**config.mk**
```make
export PLATFORM = sky130hd
export DESIGN_NAME = sync_fifo_param
export DESIGN_NICKNAME = d
export VERILOG_FILES = /design/src/rtl/sync_fifo_param.sv
export SDC_FILE = /design/constraint.sdc
export NUM_CORES = 1
export LEC_CHECK = 0
export BUFFER_PORTS_ARGS = -buffer_cell sky130_fd_sc_hd__buf_2
export CORE_MARGIN = 5
export CORE_UTILIZATION = 30
export CTS_CLUSTER_SIZE = 8
export DETAILED_ROUTE_END_ITERATION = 12
export PLACE_DENSITY = 0.56
export SETUP_SLACK_MARGIN = 0.2
export SYNTH_ARGS = -nofsm -noshare
export SYNTH_HDL_FRONTEND = slang
export SYNTH_SLANG_ARGS = --single-unit
```
**constraint.sdc**
```tcl
create_clock -name clk -period 3.13 [get_ports clk]
set_input_delay 0.1565 -clock clk [delete_from_list [all_inputs] [get_ports clk]]
set_output_delay 0.1565 -clock clk [all_outputs]
set_load 0.005 [all_outputs]
```
**src/rtl/sync_fifo_param.sv**
```systemverilog
// Parametrised single-clock FIFO with occupancy count, almost thresholds and overflow/underflow pulses.
// Define SYNC_FIFO_FWFT_EN for first-word-fall-through output; the default is registered read (latency 1).
module sync_fifo_param #(
  parameter int WIDTH         = 8,
  parameter int DEPTH         = 16,
  parameter int AFULL_THRESH  = DEPTH - 2,
  parameter int AEMPTY_THRESH = 2
) (
  input  logic                       clk,
  input  logic                       rst,
  input  logic                       wr_en,
  input  logic                       rd_en,
  input  logic [WIDTH-1:0]           D_in,
  output logic [WIDTH-1:0]           D_out,
  output logic                       full,
  output logic                       empty,
  output logic                       almost_full,
  output logic                       almost_empty,
  output logic [$clog2(DEPTH):0]     count,
  output logic                       overflow,
  output logic                       underflow
);

  localparam int AW = $clog2(DEPTH);
  localparam int CW = AW + 1;

  logic [WIDTH-1:0] mem [DEPTH];
  logic [AW-1:0]    wr_ptr_reg;
  logic [AW-1:0]    rd_ptr_reg;
  logic [CW-1:0]    count_reg;
  logic [CW-1:0]    count_next;
  logic             overflow_reg;
  logic             underflow_reg;
  logic             rd_ok;
  logic             wr_ok;

  assign empty        = (count_reg == '0);
  assign full         = (count_reg == CW'(DEPTH));
  assign almost_full  = (count_reg >= CW'(AFULL_THRESH));
  assign almost_empty = (count_reg <= CW'(AEMPTY_THRESH));
  assign count        = count_reg;
  assign overflow     = overflow_reg;
  assign underflow    = underflow_reg;

  // A pop frees a slot in the same cycle, so a full FIFO still accepts a paired push.
  assign rd_ok = rd_en & ~empty;
  assign wr_ok = wr_en & (~full | rd_ok);

  always_comb begin
    count_next = count_reg;
    case ({wr_ok, rd_ok})
      2'b10:   count_next = count_reg + CW'(1);
      2'b01:   count_next = count_reg - CW'(1);
      default: count_next = count_reg;
    endcase
  end

  always_ff @(posedge clk) begin
    if (rst) begin
      wr_ptr_reg    <= '0;
      rd_ptr_reg    <= '0;
      count_reg     <= '0;
      overflow_reg  <= 1'b0;
      underflow_reg <= 1'b0;
    end else begin
      if (wr_ok) wr_ptr_reg <= wr_ptr_reg + AW'(1);
      if (rd_ok) rd_ptr_reg <= rd_ptr_reg + AW'(1);
      count_reg     <= count_next;
      overflow_reg  <= wr_en & ~wr_ok;
      underflow_reg <= rd_en & ~rd_ok;
    end
  end

  // Storage carries no reset so it maps onto block/distributed RAM.
  always_ff @(posedge clk) begin
    if (!rst && wr_ok) mem[wr_ptr_reg] <= D_in;
  end

`ifdef SYNC_FIFO_FWFT_EN
  assign D_out = empty ? '0 : mem[rd_ptr_reg];
`else
  logic [WIDTH-1:0] dout_reg;

  always_ff @(posedge clk) begin
    if (rst)        dout_reg <= '0;
    else if (rd_ok) dout_reg <= mem[rd_ptr_reg];
  end

  assign D_out = dout_reg;
`endif

endmodule

```
# Word level (Yosys, flattened, before mapping)
# Memory sizes are Yosys's and may differ from the RTL's. A register that Yosys moved wholly into a read port is not among the register bits.
# Cells that the tools add are included.
classes:
  n_addsub: 4
  n_lt_le_gt_ge: 2
  eq_ne: 3
  n_mux: 3
  bitwise_logic: 9
  n_reduce_logical: 4
ops:
  columns: ["cell", "count"]
  rows:
  - ["$pmux W5 S2", 1]
  - ["$add A4 B1 Y4 const B", 2]
  - ["$add A5 B1 Y5 const B", 1]
  - ["$eq A5 B5 Y1 const B", 1]
  - ["$ge A5 B4 Y1 const B", 1]
  - ["$le A5 B2 Y1 const B", 1]
  - ["$logic_not A5 Y1", 1]
  - ["$sub A5 B1 Y5 const B", 1]
  - ["$and A1 B1 Y1", 4]
  - ["$not A1 Y1", 4]
  - ["$eq A2 B1 Y1 const B", 1]
  - ["$eq A2 B2 Y1 const B", 1]
  - ["$mux W1", 2]
  - ["$reduce_bool A2 Y1", 1]
  - ["$logic_and A1 B1 Y1", 1]
  - ["$logic_not A1 Y1", 1]
  - ["$or A1 B1 Y1", 1]
totals:
  reg_bits: 15
  ramBits: 128
  inputBits: 12
  output_inout_bits: 19
  wordCells: 31
  n_memories: 1
mem_list:
  columns: ["name", "depth", "word_bits", "read_ports", "rd_ports_with_merged_regs", "wr", "line", "source"]
  rows:
  - ["mem", 16, 8, 1, 1, 1, "27", "logic [WIDTH-1:0] mem [DEPTH];"]

# Depth between registers and ports, before layout
# Gate-level depths: netlist of run 1.
logic_depth:
  word_depth: 8
  ltp_mapped: 10
  ltp_nobuf: 8

# Worst setup path before layout of run 1
# OpenSTA, ideal clock, no wires.
synth_path:
  path_kind: "flip-flop to flip-flop"
  from: "reg count_reg[0], in the netlist count[0]"
  to: "reg count_reg[4], in the netlist count[4]"
  setup_time_ps: 133
  arrival_time_ps: 2637
  t_required_ps: 2997
  setup_slack_ps: 360
  path_stages_with_launch: 11
  path_buffers: 2
  synth_period_minus_slack_ps: 2770
  cell_sequence: "dfxtp_1 -> or4_1 -> buf_6 -> o21ai_1 -> buf_2 -> nor2_1 -> fa_1 -> a21o_1 -> a2111o_1 -> o211ai_1 -> a31oi_1"
synth_via:
  elab_chain_cells: 7
  word_cells_on_any_way: 13
  cone_classes: "add/sub (2); eq/ne (3); mux (1); bitwise (5); reduce/logical (2)"
synth_lines:
  columns: ["item", "line", "source"]
  rows:
  - ["from (decl)", "30", "logic [CW-1:0] count_reg;"]
  - ["from (signal assigned)", "68", "count_reg <= count_next;"]
  - ["$logic_not A5 Y1", "37", "assign empty = (count_reg == '0);"]
  - ["$not A1 Y1", "46", "assign rd_ok = rd_en & ~empty;"]
  - ["$and A1 B1 Y1", "46", null]
  - ["$or A1 B1 Y1", "47", "assign wr_ok = wr_en & (~full | rd_ok);"]
  - ["$and A1 B1 Y1", "47", null]
  - ["$eq A2 B1 Y1 / $eq A2 B2 Y1 (equally long branches)", "51", "case ({wr_ok, rd_ok})"]
  - ["$pmux W5 S2 / $reduce_bool A2 Y1 (equally long branches)", null, null]
# Parallel ways exist; a longest one is shown, timed or not.
# A chain may end at the register's enable or synchronous reset.

# Final worst setup path of run 1
# Same ends and word-level chain as after synthesis.

==> results of run 1 <==
## power groups by stage
stage	logic (mW)	registers, mW	clock network (mW)
finish	1.13	2.40	1.96
global route	1.23	2.42	2.11
CTS	1.14	2.40	2.00
detailed placement	1.14	2.44	0
global placement	1.13	2.43	0
floorplan	0.787	2.42	0
## worst paths after layout
kind                                  to      from  cells after the start
worst max-delay path            count[4]  count[0]                      8
worst min-delay path            overflow     wr_en                      3
worst max register to register  count[4]  count[0]                      8
worst min register to register  D_out[2]  D_out[2]                      2
## worst min-delay path, cell delays in order
cell and delay [ps]:
buf_2 170, nand2b_1 110, nor3_1 60
## kinds of logic after synthesis
logic type / Yosys count / synth area share
fa+ha+maj: 9 / 0.0196
xor+xnor: 6 / 0.00858
flops: 151 / 0.702
simple gates: 87 / 0.0713
mux: 56 / 0.128
compound gates: 43 / 0.0506
buf+inv: 26 / 0.0190
## placed cells by master (no fill, tap or decap), drive strengths merged, types with 4 or more instances in the layout
| cell type | instances |
|---|---|
| a22o | 8 |
| buf | 41 |
| clkbuf | 21 |
| clkinv | 6 |
| dfxtp | 23 |
| edfxtp | 128 |
| ha | 8 |
| inv | 6 |
| mux2i | 38 |
| mux4 | 16 |
| nand2 | 8 |
| nand2b | 8 |
| nor2 | 31 |
| nor2b | 4 |
| nor3 | 13 |
| nor4 | 11 |
| o211ai | 4 |
| o22ai | 16 |
## Yosys cell counts (2+ instances only)
cell type,count
mux2_4,2
edfxtp_1,128
a31oi_1,2
xnor2_1,3
nor2_1,31
nand3_1,2
nor3_1,13
o21ai_1,2
mux4_2,16
nand2_1,8
inv_1,4
and3_1,2
a21oi_1,3
mux2i_1,36
nand2b_1,8
nand3b_1,2
clkbuf_1,8
o211ai_1,4
a22o_1,8
dfxtp_1,23
nor4_1,11
buf_1,4
xor2_1,3
or3_1,2
buf_2,9
ha_1,8
nor2b_1,4
o22ai_1,16
a21o_1,2
## layer usage
metal | vias up | GRT usage | wire length [µm]
met5 | - | 0 | 0
met4 | 0 | 0.0280 | 30
met3 | 4 | 0.0376 | 867
met2 | 90 | 0.160 | 5660
met1 | 1666 | 0.168 | 6390
li1 | 1555 | - | -
## per-stage QoR
| step | hold WS (ps) | utilization |
|---|---|---|
| after floorplan | 255 | - |
| after global placement | 483 | 0.328 |
| after detailed placement | 480 | 0.328 |
| after CTS | 114 | 0.356 |
| after global routing | 126 | 0.356 |
| final | 127 | 0.356 |
## layout make-up
class / count / area [µm²] / share of cell area
Clock inverter: 11 / 125 / 0.0174
Sequential cell: 151 / 4310 / 0.600
Inverter: 4 / 15.0 / 0.00209
Timing Repair Buffer: 41 / 245 / 0.0342
Tap cell: 270 / 338 / 0.0471
Multi-Input combinational cell: 201 / 1710 / 0.238
Clock buffer: 21 / 440 / 0.0614
==> run summary, run 1 <==
run status - finished clean
nets - 437
critical path's largest stage delay - 590 ps
number of antenna violations at the first check in global routing - 0
total congestion overflow - 0
final routed DRC violation total - 0
number of enable flip-flop cells after synthesis - 128
worst slew margin relative to its limit - 0.239
clock latency on the worst-skew pair - 420 ps
Std-Cell Rows - 52
Resized Gates After CTS - 0
Worst Path Buf+Inv - 0
worst setup path class - reg -> reg
depth of the CTS H-tree - 4
part of the total power dissipated in combinational logic - 0.206
Top Ports - 31
TritonCTS clock tree - done
post-route minimum period - 2620 ps
Post-Place Cell Area - 0.00661 mm²
number of post-CTS setup repair buffers - 0
post-synthesis cell type count - 43
via-per-instance ratio - 4.74
dominant cells by area after synthesis - edfxtp_1, dfxtp_1, mux2i_1
setup repair after global routing missed its margin - false
Inserted Diodes - 0
cell with the biggest individual delay on the critical path - or4_1
Die Y-Extent - 153 µm
via count of the first global-routing pass - 3,370
mean instance size in the synthesized netlist - 16.2 µm²
Num CTS Buffers - 17
sequential cell fraction of total power - 0.438
number of synthesis warnings - 0
maximum number of pins on one net before global-route repair - 36
setup slack of the most critical reg-to-reg path - 510 ps
# Max-Cap Violations - 0
initial standard-cell utilization of the core - 0.304
DR WL/cell - 18.5 µm
number of fill cells - 1,959
Sum Neg Setup Slack - 0 ps
GPL Wtd Cong - 0.793
category of the worst setup path capture point - flip-flop
internal power summed over all cells - 3.98 mW
combined area of all synthesized cells - 0.00613 mm²
final wirelength - 12.9 mm
Worst Slack Setup Final - 512 ps
asr flop ratio synth - 0
total via count after detailed routing - 3,315
share of the yosys chip area belonging to registers - 0.702
post-detailed-route count of antenna-violating nets - 0
CP max FO - 8
layout cells sized above 1 - 0.217
Finish-stage setup viols - 0
top achievable clock speed - 382 MHz
share of the synthesized area in the top cell type - 0.627
synthesis-to-finish area growth - 17.1%
global-route usage over all layers - 0.113
core region area - 0.0202 mm²
final setup skew - 10.2 ps
number of port buffers - 30
clock group share of total power - 0.357
switching fraction of total power - 0.274
Clock Root Buffer - clkbuf_16
post-layout total power - 5.49 mW
net switching component of the power - 1.50 mW
worst-case setup slack after placement - 518 ps
maximum clock insertion buffer count - 2
arrival time of data at the critical path endpoint - 2900 ps
wire length of the first global-routing pass - 20.0 mm
Post-CTS Hold Fix Bufs - 0
predominant post-synthesis flop cell - edfxtp_1
DRT Pass-1 Iters - 4
clk sink count - 151
data required time at the worst endpoint - 3410 ps
Hold Vio Cnt, Final - 0
peak supply drop - 397 µV
Die Area - 0.0234 mm²
placed wire-length estimate - 8.51 mm
placed cell count - 667
synthesized instance count - 378
number of flip-flops under the largest register name - 128
Leak Pwr - 2.35 nW
ratio of final minimum period to clock period - 0.836
Synth Register Bits - 151
Power Density - 765 mW/mm²
die boundary width - 153 µm
syn_nets - 399
crit-path leading delay family - compound AO/OA/AOI/OAI gates
First DRT Iteration DRCs - 325
crit start category - flip-flop
actual transition at the worst max-transition pin - 1130 ps
cell type with the highest aggregate area in the netlist - edfxtp_1
final standard cell count with taps included and fillers excluded - 699
max-slew violation count - 0
ordered cell list for the critical path - or4_1 -> o21ai_1 -> nor2_1 -> fa_1 -> a21o_1 -> a2111o_1 -> o211ai_1 -> a31oi_1
clock slew at the register clock pins of the worst setup and hold paths - 60 ps
post-layout instance area - 0.00718 mm²
type of the tightest min-delay check - in -> reg
No activity file was read; power rests on OpenSTA's default activity.
==> run 2: changes to the inputs <==
==> constraint.sdc (replaced) <==
create_clock -name clk -period 2.7 [get_ports clk]
set_input_delay 0.135 -clock clk [delete_from_list [all_inputs] [get_ports clk]]
set_output_delay 0.135 -clock clk [all_outputs]
set_load 0.005 [all_outputs]
==> run summary, run 2 (synthesis results as in run 1) <==
Sum Neg Setup Slack - 0 ps
Leak Pwr - 2.46 nW
number of post-CTS setup repair buffers - 0
Power Density - 901 mW/mm²
First DRT Iteration DRCs - 213
total via count after detailed routing - 3,389
depth of the CTS H-tree - 4
multi-input combinational cell area - 0.00174 mm²
global-route usage over all layers - 0.114
DR WL/cell - 18.4 µm
Inserted Diodes - 0
worst setup path class - reg -> reg
GPL Wtd Cong - 0.844
placed wire-length estimate - 8.82 mm
TritonCTS clock tree - done
synthesis-to-finish area growth - 20.6%
part of the total power dissipated in combinational logic - 0.213
final routed DRC violation total - 0
Num CTS Buffers - 17
register area - 0.00431 mm²
commonest cells after routing, fill and taps aside - edfxtp_1, mux2i_1, nor2_1, buf_2, buf_4
switching fraction of total power - 0.278
setup slack of the most critical reg-to-reg path - 240 ps
net switching component of the power - 1.85 mW
cell with the biggest individual delay on the critical path - or4_4
most frequent standard cell in the layout excluding fill and tap cells - edfxtp_1
source of the worst hold timing path - D_in[2]
final standard cell count with taps included and fillers excluded - 713
Finish-stage setup viols - 0
post-route minimum period - 2460 ps
clk sink count - 151
Die Y-Extent - 153 µm
category of the worst setup path capture point - flip-flop
type of the tightest min-delay check - in -> reg
layout cells sized above 1 - 0.264
number of fill cells - 1,916
DRT Pass-1 Iters - 4
peak supply drop - 396 µV
arrival time of data at the critical path endpoint - 2760 ps
clock latency on the worst-skew pair - 420 ps
internal power summed over all cells - 4.80 mW
total congestion overflow - 0
Std-Cell Rows - 52
worst reg2reg startpoint - count[1]
initial standard-cell utilization of the core - 0.304
setup repair after global routing missed its margin - true
final core utilization - 0.366
tightest hold margin - 113 ps
# Max-Cap Violations - 0
launching instance or port of the critical path - count[1]
post-detailed-route count of antenna-violating nets - 0
Worst Path Buf+Inv - 0
max-slew violation count - 0
maximum number of pins on one net before global-route repair - 27
run status - finished clean
top achievable clock speed - 406 MHz
critical path's largest stage delay - 550 ps
depth of the critical timing path with buffers and inverters included - 8
final wirelength - 13.1 mm
crit start category - flip-flop
ordered cell list for the critical path - or4_4 -> o21ai_4 -> nor2_4 -> fa_2 -> a21o_1 -> a2111o_1 -> o211ai_1 -> a31oi_1
clock slew at the register clock pins of the worst setup and hold paths - 60 ps
Die Area - 0.0234 mm²
die boundary width - 153 µm
nets - 451
core region area - 0.0202 mm²
CP max FO - 8
crit-path leading delay family - compound AO/OA/AOI/OAI gates
clock group share of total power - 0.369
number of flip-flops under the largest register name - 128
maximum clock insertion buffer count - 2
worst-case setup slack after placement - 240 ps
actual transition at the worst max-transition pin - 780 ps
ratio of final minimum period to clock period - 0.912
number of port buffers - 30
number of antenna violations at the first check in global routing - 0
via-per-instance ratio - 4.75
reg-to-reg endpoint - count[4]
worst slew margin relative to its limit - 0.478
Top Ports - 31
via count of the first global-routing pass - 3,447
Worst Slack Setup Final - 239 ps
sequential cell fraction of total power - 0.419
Clock Root Buffer - clkbuf_16
count of cells along the worst register-to-register path - 8
final setup skew - 17.5 ps
Critical Path End - count[4]
Hold Vio Cnt, Final - 0
data required time at the worst endpoint - 3000 ps
placed cell count - 680
wire length of the first global-routing pass - 20.2 mm
==> run 2: worst min-delay path by stage <==
stage / end / slack (ps) / cells after the start
after global routing: mem[13][6] / 120 / 1
final: mem[7][2] / 110 / 1
after global placement: overflow / 450 / 3
after CTS: mem[13][6] / 100 / 1
after floorplan: mem[0][0] / 230 / 0
after detailed placement: overflow / 440 / 3
==> run 2: cell type report <==
cell class,count,area share
Tap cell,270,0.0457
Sequential cell,151,0.584
Timing Repair Buffer,55,0.0495
Clock buffer,17,0.0576
Clock inverter,15,0.0261
Multi-Input combinational cell,201,0.236
Inverter,4,0.00203
==> run 2: worst reg2reg max path: cells and delay by family (launching register included) <==
| kind | cells | cell delay [ps] |
|---|---|---|
| simple gates | 2 | 630 |
| fa+ha+maj | 1 | 380 |
| compound gates | 5 | 960 |
| flops | 1 | 370 |
==> run 2: power groups by stage <==
stage	Clock [mW]	Combinational, mW	Sequential, mW
CTS	2.50	1.43	2.78
floorplan	0	0.962	2.82
detailed placement	0	1.43	2.83
global placement	0	1.41	2.82
finish	2.45	1.41	2.78
global route	2.60	1.55	2.80
==> run 2: repair_timing <==
item	CTS	global route
setup endpoints to repair	0	9
hold buffers	1	0
gates resized for setup	0	2
endpoints found under the hold margin	1	0
==> run 2: routing by layer <==
metal  part of all wire  GRT usage
met5                  0          0
met4              0.020     0.0399
met3              0.052     0.0319
met2               0.45      0.168
met1               0.48      0.161
==> run 2: metrics by stage <==
stage | power [mW] | area, µm²
floorplan | 3.78 | 6160
global placement | 4.23 | 6750
detailed placement | 4.26 | 6750
finish | 6.65 | 7390
CTS | 6.72 | 7380
global route | 6.95 | 7390
